[config.mk]
export PLATFORM = sky130hd
export DESIGN_NAME = pipeline_stall_ctrl
export DESIGN_NICKNAME = d
export VERILOG_FILES = /design/src/rtl/pipeline_stall_ctrl.sv
export SDC_FILE = /design/constraint.sdc
export NUM_CORES = 1
export LEC_CHECK = 0
export ABC_AREA = 1
export CORE_ASPECT_RATIO = 0.7
export CORE_MARGIN = 1
export CORE_UTILIZATION = 31
export CTS_CLUSTER_DIAMETER = 40
export DETAILED_ROUTE_END_ITERATION = 7
export HOLD_SLACK_MARGIN = 0.03
export PLACE_DENSITY = 0.81
export RECOVER_POWER = 25
export REMOVE_ABC_BUFFERS = 1
export SYNTH_ARGS = -nofsm -noshare
export SYNTH_HDL_FRONTEND = slang
export SYNTH_SLANG_ARGS = --single-unit
export TNS_END_PERCENT = 20
[constraint.sdc]
create_clock -name clk -period 1.9 [get_ports clk]
set_input_delay 0.57 -clock clk [delete_from_list [all_inputs] [get_ports clk]]
set_output_delay 0.57 -clock clk [all_outputs]
set_load 0.02 [all_outputs]
[src/rtl/pipeline_stall_ctrl.sv]
// Stall/flush sequencer for the 5-stage pipeline: arbitrates hazard, branch, mult/div and halt requests.
// Latency: controls are combinational (Mealy) from state and inputs; they take effect at the same clock edge.
// Backpressure: holds PC/IF/ID/ID/EX for mult/div (MD_LAT cycles) and drain/halt; a resume pulse releases HALTED.
//
// Ports: clk/reset (synchronous, active-high); requests hz_stall, br_taken, md_start, halt_req, resume;
//        controls pc_hold, ifid_hold, ifid_flush, idex_hold, idex_flush, exmem_bubble; status md_done, halted;
//        performance counters stall_cnt/flush_cnt, present only when PIPE_PERF_CNT_EN is defined (else tied to 0).
module pipeline_stall_ctrl #(
    parameter int MD_LAT       = 4,
    parameter int DRAIN_CYCLES = 3,
    parameter int CNT_W        = 32
) (
    input  logic             clk,
    input  logic             reset,
    input  logic             hz_stall,
    input  logic             br_taken,
    input  logic             md_start,
    input  logic             halt_req,
    input  logic             resume,
    output logic             pc_hold,
    output logic             ifid_hold,
    output logic             ifid_flush,
    output logic             idex_hold,
    output logic             idex_flush,
    output logic             exmem_bubble,
    output logic             md_done,
    output logic             halted,
    output logic [CNT_W-1:0] stall_cnt,
    output logic [CNT_W-1:0] flush_cnt
);

    localparam int MW = (MD_LAT > 1) ? $clog2(MD_LAT) : 1;
    localparam int DW = (DRAIN_CYCLES > 1) ? $clog2(DRAIN_CYCLES) : 1;

    typedef enum logic [1:0] {RUN, MD_BUSY, DRAIN, HALTED} state_t;

    state_t         state, nextState;
    logic [MW-1:0]  mdCnt, nextMdCnt;
    logic [DW-1:0]  drainCnt, nextDrainCnt;
    logic           runArb;
    logic           mdIgnore;

    always_comb begin
        pc_hold      = 1'b0;
        ifid_hold    = 1'b0;
        ifid_flush   = 1'b0;
        idex_hold    = 1'b0;
        idex_flush   = 1'b0;
        exmem_bubble = 1'b0;
        md_done      = 1'b0;
        halted       = 1'b0;
        nextState    = state;
        nextMdCnt    = mdCnt;
        nextDrainCnt = drainCnt;
        runArb       = 1'b0;
        mdIgnore     = 1'b0;

        case (state)
            RUN: runArb = 1'b1;
            MD_BUSY: begin
                if (mdCnt != '0) begin
                    pc_hold      = 1'b1;
                    ifid_hold    = 1'b1;
                    idex_hold    = 1'b1;
                    exmem_bubble = 1'b1;
                    nextMdCnt    = mdCnt - MW'(1);
                end else begin
                    // Release cycle: the held mult/div advances at this edge, so its
                    // still-high md_start must not retrigger; other requests arbitrate as in RUN.
                    md_done   = 1'b1;
                    nextState = RUN;
                    runArb    = 1'b1;
                    mdIgnore  = 1'b1;
                end
            end
            DRAIN: begin
                pc_hold    = 1'b1;
                ifid_hold  = 1'b1;
                idex_flush = 1'b1;
                if (drainCnt == '0) begin
                    nextState = HALTED;
                end else begin
                    nextDrainCnt = drainCnt - DW'(1);
                end
            end
            HALTED: begin
                halted = 1'b1;
                if (resume) begin
                    // Flush the halt instruction still sitting in IF/ID and let the PC run.
                    ifid_flush = 1'b1;
                    nextState  = RUN;
                end else begin
                    pc_hold    = 1'b1;
                    ifid_hold  = 1'b1;
                    idex_flush = 1'b1;
                end
            end
            default: nextState = RUN;
        endcase

        if (runArb) begin
            if (md_start && !mdIgnore) begin
                pc_hold      = 1'b1;
                ifid_hold    = 1'b1;
                idex_hold    = 1'b1;
                exmem_bubble = 1'b1;
                nextMdCnt    = MW'(MD_LAT - 1);
                nextState    = MD_BUSY;
            end else if (hz_stall) begin
                // Stall beats branch flush: ifid_hold and ifid_flush never coexist.
                pc_hold    = 1'b1;
                ifid_hold  = 1'b1;
                idex_flush = 1'b1;
            end else if (br_taken) begin
                ifid_flush = 1'b1;
            end else if (halt_req) begin
                pc_hold      = 1'b1;
                ifid_hold    = 1'b1;
                idex_flush   = 1'b1;
                nextDrainCnt = DW'(DRAIN_CYCLES - 1);
                nextState    = DRAIN;
            end
        end

        if (reset) begin
            pc_hold      = 1'b0;
            ifid_hold    = 1'b0;
            ifid_flush   = 1'b0;
            idex_hold    = 1'b0;
            idex_flush   = 1'b0;
            exmem_bubble = 1'b0;
            md_done      = 1'b0;
            halted       = 1'b0;
        end
    end

    always_ff @(posedge clk) begin
        if (reset) begin
            state    <= RUN;
            mdCnt    <= '0;
            drainCnt <= '0;
        end else begin
            state    <= nextState;
            mdCnt    <= nextMdCnt;
            drainCnt <= nextDrainCnt;
        end
    end

`ifdef PIPE_PERF_CNT_EN
    logic [CNT_W-1:0] stallCntQ, flushCntQ;

    // Saturating event counters; they stick at all-ones rather than wrap.
    always_ff @(posedge clk) begin
        if (reset) begin
            stallCntQ <= '0;
            flushCntQ <= '0;
        end else begin
            if (pc_hold && (stallCntQ != '1)) stallCntQ <= stallCntQ + CNT_W'(1);
            if (ifid_flush && (flushCntQ != '1)) flushCntQ <= flushCntQ + CNT_W'(1);
        end
    end

    assign stall_cnt = stallCntQ;
    assign flush_cnt = flushCntQ;
`else
    assign stall_cnt = '0;
    assign flush_cnt = '0;
`endif

endmodule

==> impl_metrics.py <==
metrics = {
    "finish": {
        "final_nets": 165,
        "drive_gt1_share_pct": 30.1,
        "areaGrowthSynthToFinish_pct": 8.56,
        "num_antenna_cells": 0,
        "finalInstanceArea_um2": 952,
    },
    "clocking": {
        "cts_buffers": 3,
        "ctsRootBufferMaster": "clkbuf_8",
        "cts.sinks": 6,
        "cts_tree": "built",
        "cts_hold_buf": 0,
        "clkLatencyLatePin_ns": 0.22,
        "htree_levels": 1,
        "clockBufferDepth": 2,
        "cts.clk_slew.worst_paths_ns": 0.03,
    },
    "power": {
        "power_switching_share_pct": 43.1,
        "seqPwrFrac_pct": 24.0,
        "switchingPower_w": 0.000264,
        "p_int_w": 0.000349,
        "combinationalPowerShare_pct": 45.5,
        "ir_drop_mv": 0.318,
        "clock_power_share_pct": 30.5,
        "leakage_nw": 0.527,
        "p_per_area_mw_per_mm2": 644,
    },
    "global_route": {
        "grt_max_degree": 7,
        "grt_pass1_vias": 462,
        "grt_pass1_wl_mm": 1.92,
        "antenna_found_initial": 0,
        "overflow": 0,
        "globalRouteTotalUtil_pct": 8.79,
    },
    "place": {
        "hpwl_mm": 1.18,
        "pre_cts_ws_ns": -0.821,
        "placed_cell_area_um2": 872,
        "place_congestion": 0.883,
        "port_buffers": 14,
    },
    "die": {
        "core_mm2": 0.00257,
        "rows": 15,
        "fp.dieH_um": 46.5,
        "dieArea_mm2": 0.00305,
        "fp.dieW_um": 65.6,
        "start_util_pct": 34.1,
        "ios": 79,
    },
    "synthesis": {
        "ys_warn_count": 0,
        "post-synth-top-area-fraction_pct": 56.5,
        "synth-seq-cells": 6,
        "synthTopCellsByArea": "buf_4 (56%), dfxtp_1 (14%), nand2_1 (6.4%)",
        "synth_cells": 131,
        "synth-seq-area-share_pct": 13.7,
        "avgSynthCellArea_um2": 6.70,
        "synth_area_leader_cell": "buf_4",
        "synth.distinct_cells": 16,
        "synth_area_um2": 877,
    },
    "job": {
        "cap_violations": 0,
    },
    "route": {
        "drc": 0,
        "drt_pass1_iterations": 4,
        "ant_nets": 0,
        "vias_per_cell": 3.48,
        "wl_per_cell_um": 7.60,
        "wl_mm": 1.44,
        "dr.first_iter.drc_count": 10,
        "vias": 662,
    },
    "sta": {
        "final-max-slew-violation-count": 0,
        "hold_violations": 0,
        "fin_ws_ns": 0.0606,
        "fmax_ghz": 0.544,
        "finalCriticalPeriod_ns": 1.84,
        "grt_setup_unrepaired": "yes",
        "skew_ns": 0.00124,
        "setup_viol": 0,
        "finalCritPeriodShare_pct": 96.8,
    },
    "critical_path": {
        "ff2ff_path_depth": 7,
        "critPathArrivalTime_ns": 1.27,
        "crit_type": "reg2out",
        "setup.worst_path.start_class": "flip-flop",
        "regToRegEndpoint": "state[0]",
        "end_kind": "output port",
        "r2r-start": "state[1]",
        "reg2reg_setup_slack_ns": 0.76,
        "cp.required_ns": 1.33,
        "cp_max_fo": 4,
    },
    "run_status": {
        "status": "complete, no violations",
    },
    "min_path": {
        "hold_path_depth": 2,
        "min_to": "drainCnt[1]",
        "hold_class": "reg2reg",
        "min_from": "drainCnt[1]",
    },
}
## sequential cells by signal, indices dropped and copies added, names as in the netlist
name and count:
state 2, drainCnt 2, mdCnt 2
## metal layers
layer	routed length, um	track usage (%)	vias to the layer above
met5	0	0	-
met4	13	3.91	0
met3	90	3.71	2
met2	772	14.0	29
met1	567	10.4	302
li1	-	-	329
## cells in the mapped netlist (all sizes together)
| cell type | n |
|---|---|
| conb | 1 |
| nor2 | 9 |
| clkbuf | 1 |
| nand2 | 16 |
| inv | 9 |
| dfxtp | 6 |
| o21ai | 6 |
| a31oi | 1 |
| buf | 66 |
| nor3 | 1 |
| nand3 | 8 |
| a21oi | 7 |
## layout by cell type (no fill, tap or decap)
cell type	synthesis	final
conb_1	1	64
nand2_1	15	14
buf_4	66	14
nor2_1	8	7
inv_2	1	6
o21ai_0	6	5
nand3_2	1	4
a21oi_1	7	4
dfxtp_1	6	4
buf_6	0	4
inv_1	8	3
a21oi_2	0	3
nand3_1	7	3
clkbuf_8	0	3
nor2_2	1	2
nand2_2	1	2
clkbuf_2	0	2
clkdlybuf4s15_1	0	2
buf_2	0	2
o21ai_2	0	1
nand3_4	0	1
nor3_1	1	1
a31oi_1	1	1
clkbuf_1	1	1
clkbuf_4	0	1
dfxtp_2	0	1
dfxtp_4	0	1
## power groups by stage
stage                     Sequential (W)  Clock [W]  Combinational [W]
after floorplan                 0.000147          0           0.000181
after global placement          0.000147          0           0.000255
after detailed placement        0.000147          0           0.000257
after CTS                       0.000146   0.000195           0.000257
after global routing            0.000149   0.000204           0.000304
final                           0.000147   0.000187           0.000279
## cell type report
cell class | count | area, um^2
Sequential cell | 6 | 125
Inverter | 9 | 33.8
Multi-Input combinational cell | 112 | 508
Tap cell | 34 | 42.5
Fill cell | 289 | 1620
Timing Repair Buffer | 26 | 201
Clock buffer | 3 | 41.3
## per-stage QoR
step	power, W	setup TNS [ns]	hold slack [ns]	instances	util, %
floorplan	0.000327	-0.0991	0.437	127	-
global placement	0.000402	-5.87	0.452	185	33.9
detailed placement	0.000404	-5.89	0.454	185	33.9
CTS	0.000598	0	0.458	188	35.4
global route	0.000656	-0.0787	0.475	190	37.0
finish	0.000613	0	0.458	190	37.0
## cell families after synthesis
family,Yosys count,share of synthesized area (%)
and+or+nand+nor,34,17.0
DFF,6,13.7
AOI/OAI and AO/OA,14,8.13
buffers and inverters,76,60.8
other,1,0.428
## worst max path at each step
stage / startpoint / to / slack (ns) / depth (start not counted)
2_1_floorplan: md_start / exmem_bubble / -0.05 / 2
3_3_place_gp: halt_req / ifid_hold / -0.81 / 8
3_5_place_dp: halt_req / pc_hold / -0.82 / 8
4_1_cts: halt_req / pc_hold / 0.008 / 8
5_1_grt: state[0] / ifid_flush / -0.03 / 7
6_report: mdCnt[1] / pc_hold / 0.06 / 8
## what timing repair did
item                       CTS  global route
resized for setup           59            21
pin swaps                    3             8
setup endpoints to repair    8             7
setup buffers                0             2
gates cloned                 0             0
## worst max-delay path, stage by stage (launching register included)
cell	delay [ns]
dfxtp_1	0.32
nor2_2	0.14
nand2_1	0.11
nand2_2	0.10
nand2_1	0.06
nand3_1	0.07
nand2_1	0.07
inv_2	0.07
buf_6	0.11
Note: power is estimated with default switching activity, not from simulation.
==> variant 1: new RTL, same settings <==
Re-encode `state_t` (4 states) as one-hot, 4 bits wide.
--- a/src/rtl/pipeline_stall_ctrl.sv
+++ b/src/rtl/pipeline_stall_ctrl.sv
@@ -32,7 +32,7 @@
     localparam int MW = (MD_LAT > 1) ? $clog2(MD_LAT) : 1;
     localparam int DW = (DRAIN_CYCLES > 1) ? $clog2(DRAIN_CYCLES) : 1;
 
-    typedef enum logic [1:0] {RUN, MD_BUSY, DRAIN, HALTED} state_t;
+    typedef enum logic [3:0] {RUN = 4'b0001, MD_BUSY = 4'b0010, DRAIN = 4'b0100, HALTED = 4'b1000} state_t;
 
     state_t         state, nextState;
     logic [MW-1:0]  mdCnt, nextMdCnt;
Behaviour: same outputs for any inputs over 10 cycles, from zero or initial values and one cycle with reset high; not proved beyond that.
==> variant 1 against the unedited design <==
- the flow now finishes with violations (negative setup slack)
- power up 6.8%
- hold slack improved by 0.057 ns
- register-to-register slack worse by 0.06 ns
- sequential power increased by 30%
- synthesized cell count grew 9.9%
- non-clock buffer count up 4
- wire length grew 28%
- combinational power is 6% lower
- clock skew increased by 0.0055 ns
- worst setup slack got worse by 0.15 ns
- final area increased by 17%
- sequential cell count increased by 2
- area after synthesis grew 14%
- first-iteration DRC count grew to 3.3 times the old value
- highest routed layer unchanged
==> variant 1: results <==
[pwr]
ir_drop_mv = 0.190
power_leakage_nw = 0.619

[synthesis]
synth-adder-area-share_pct = 0
yosysUniqueCellTypes = 19
synth.area.top_cells = "buf_4, dfxtp_1, nand2_1"
yosys-top-cells-count = "buf_4, nand2_1, inv_1, nor2_1"
synth_cells = 144
yosysSeqAreaShare_pct = 16.0
synth_compound_area_share_pct = 6.76

[min_path]
min_path_type = "reg2reg"

[global_route]
grt_pass1_vias = 554
grt_max_degree = 8
grt_pass1_wl_um = 2410
grt_usage_pct = 9.45

[placement]
pre_cts_ws_ns = -0.853
placed_area_um2 = 1030
place_hpwl_um = 1470
port_buffers = 14
gp_congestion = 0.759

[timing]
finalSetupViolations = 5
setup_tns_ns = -0.369
skew_ns = 0.00674
drv_slew = 0
timing.final.ws_setup_ns = -0.0936

[run_status]
violations = "negative setup slack"
outcome = "finished with violations"

[setup_path]
cp_slowest_stage_delay_ns = 0.34
cp.arrival_ns = 1.42
worst_path_max_delay_cell = "dfxtp_2"

[drt]
detail_route.wl_per_cell_um = 8.82
first_pass_iters = 5
drt_iter0_markers = 33
viasPerCell = 3.73

[final_layout]
fin_cells = 209
reg_top3 = "state: 4 flops, drainCnt: 2 flops, mdCnt: 2 flops"
fin_nets = 182
drive_gt1_share_pct = 30.1
-- variant 1: cell types whose count changed after synthesis, sizes merged --
cell    before  now
nor2         9   14
nand4        0    3
dfxtp        6    8
inv          9   11
o21ai        6    4
a21oi        7    8
a31oi        1    0
nand2       16   17
nor3         1    0
nor4         0    1
o21bai       0    1
or2          0    1
-- variant 1: kinds of logic after synthesis --
family                 count (synthesis)
AO/OA/AOI/OAI                         13
buffers and inverters                 78
flip-flops                             8
other                                  1
AND/OR/NAND/NOR                       44
-- variant 1: power breakdown --
group | internal, mW | switching [mW]
registers | 0.179 | 0.0120
logic | 0.0696 | 0.191
clock network | 0.137 | 0.0657
-- variant 1: repair_timing --
| action | 4_1_cts | 5_1_grt |
|---|---|---|
| setup buffers | 1 | 0 |
| resized for setup | 59 | 12 |
| pin swaps | 6 | 4 |
| endpoints found under the setup margin | 8 | 8 |
-- variant 1: final cells by class --
cell class / instances / area (um2)
fillers: 324 / 1810
multi-input cells: 121 / 591
repair buffers: 30 / 231
flip-flops and latches: 8 / 165
well taps: 36 / 45.0
clock buffers: 3 / 41.3
inverters: 11 / 41.3
-- variant 1: worst paths after layout --
path | end | slack, ns | start | cells past startpoint
setup / recovery | exmem_bubble | -0.09 | state[3] | 5
hold / removal | drainCnt[1] | 0.51 | drainCnt[1] | 2
setup reg to reg | drainCnt[0] | 0.70 | state[3] | 7
hold reg to reg | drainCnt[1] | 0.51 | drainCnt[1] | 2
-- variant 1: per-layer routing --
layer	vias to the layer above	global-route usage [%]	share of wire [%]
li1	379	-	-
met1	357	12.4	44
met2	41	12.3	49
met3	2	1.84	5.7
met4	0	10.0	1.7
met5	-	0	0
-- variant 1: critical path: cells and delay by family, from the launching register on --
kind | cells | cell delay [ns]
AND/OR/NAND/NOR | 3 | 0.54
AO/OA/AOI/OAI | 1 | 0.18
flip-flops | 1 | 0.34
buffers and inverters | 1 | 0.14
==> variant 2: new RTL, config.mk and constraints unchanged <==
Without the edit above. The option `PIPE_PERF_CNT_EN` is turned on by a define.
--- a/src/rtl/pipeline_stall_ctrl.sv
+++ b/src/rtl/pipeline_stall_ctrl.sv
@@ -5,6 +5,8 @@
 // Ports: clk/reset (synchronous, active-high); requests hz_stall, br_taken, md_start, halt_req, resume;
 //        controls pc_hold, ifid_hold, ifid_flush, idex_hold, idex_flush, exmem_bubble; status md_done, halted;
 //        performance counters stall_cnt/flush_cnt, present only when PIPE_PERF_CNT_EN is defined (else tied to 0).
+`define PIPE_PERF_CNT_EN
+
 module pipeline_stall_ctrl #(
     parameter int MD_LAT       = 4,
     parameter int DRAIN_CYCLES = 3,
Function: changed (a bounded check fails within 4 cycles, from zero or initial values and one cycle with reset high).
==> variant 2 against the unedited design <==
- the run now ends with negative setup slack left
- final cell count increased to 5.7 times the old value
- combinational power is 48% higher
- sequential share of layout area increased by 9.2 points
- worst setup slack worse by 0.14 ns
- maximum frequency down 7.1%
- first-iteration DRC count increased to 55 times the old value
- power rose to 6.1 times the old value
- count of clock-buffer cells in the layout grew 7
- hold slack better by 0.027 ns
- wire length grew to 10 times the old value
- area after synthesis grew to 5.4 times the old value
- sequential cell count is 64 higher
- clock skew increased by 0.011 ns
- final area grew to 6.7 times the old value
- critical endpoint is now exmem_bubble
==> variant 2: results <==
[cts]
clk-insertion-delay-late_ns = 0.34
cts_buffers = 9
htreeDepth = 3

[setup_path]
cp.arrival_ns = 1.41
path_max_fanout = 3
rr_worst_depth = 15

[timing]
finalSetupViolations = 7
timing.final.ws_setup_ns = -0.0793
skew_ns = 0.0125
max_freq_mhz = 505

[pwr]
powerDensity_nw_per_um2 = 589
ir_drop_mv = 0.384
p_seq_mw = 1.50
power_switching_mw = 0.916
comb-power_mw = 0.413

[placement]
port_buffers = 78
gp_congestion = 0.968
pre_cts_ws_ns = -0.757
place_hpwl_um = 10600

[global_route]
grt_pass1_vias = 4598
grt.met3_usage_pct = 6.19
globalRouteMet1Util_pct = 27.0
grt_pass1_wl_um = 23200
gr-usage-met2_pct = 25.6
grt_max_degree = 68

[synthesis]
synth_xor_area_share_pct = 4.80
yosysUniqueCellTypes = 30
yosys-top-cells-count = "nand2_1, nor2_1, dfxtp_1"
synth.area.top_cells = "dfxtp_1, nand2_1, nor2_1"
yosysSeqAreaShare_pct = 29.5
synth_compound_area_share_pct = 9.89

[drt]
wl_um = 14400
vias = 5130
detail_route.wl_per_cell_um = 13.4
wl_met2_um = 5850

[final_layout]
drive_gt1_share_pct = 21.3
nFillCells = 1518
fin_nets = 885

[run_status]
outcome = "finished with violations"
violations = "negative setup slack"
variant 2: cell type report:
type	count	area share, %
Clock buffer	10	3.75
Clock inverter	6	1.31
Inverter	33	1.94
Multi-Input combinational cell	628	48.7
Sequential cell	70	22.3
Tap cell	195	3.82
Timing Repair Buffer	134	18.2
variant 2: worst max-delay path by stage:
stage | startpoint | end | slack [ns]
floorplan | reset | stall_cnt[0] | -0.21
global placement | br_taken | pc_hold | -0.76
detailed placement | br_taken | ifid_hold | -0.76
CTS | state[0] | ifid_flush | -0.05
global route | state[0] | ifid_flush | -0.15
finish | state[0] | exmem_bubble | -0.08
variant 2: cell families (layout without fill, tap and decap cells):
logic type,Yosys count,after routing
AO/OA/AOI/OAI,77,77
XOR/XNOR,26,26
adder cells (fa/ha/maj),2,2
buffers and inverters,56,183
flip-flops,70,70
AND/OR/NAND/NOR,523,523
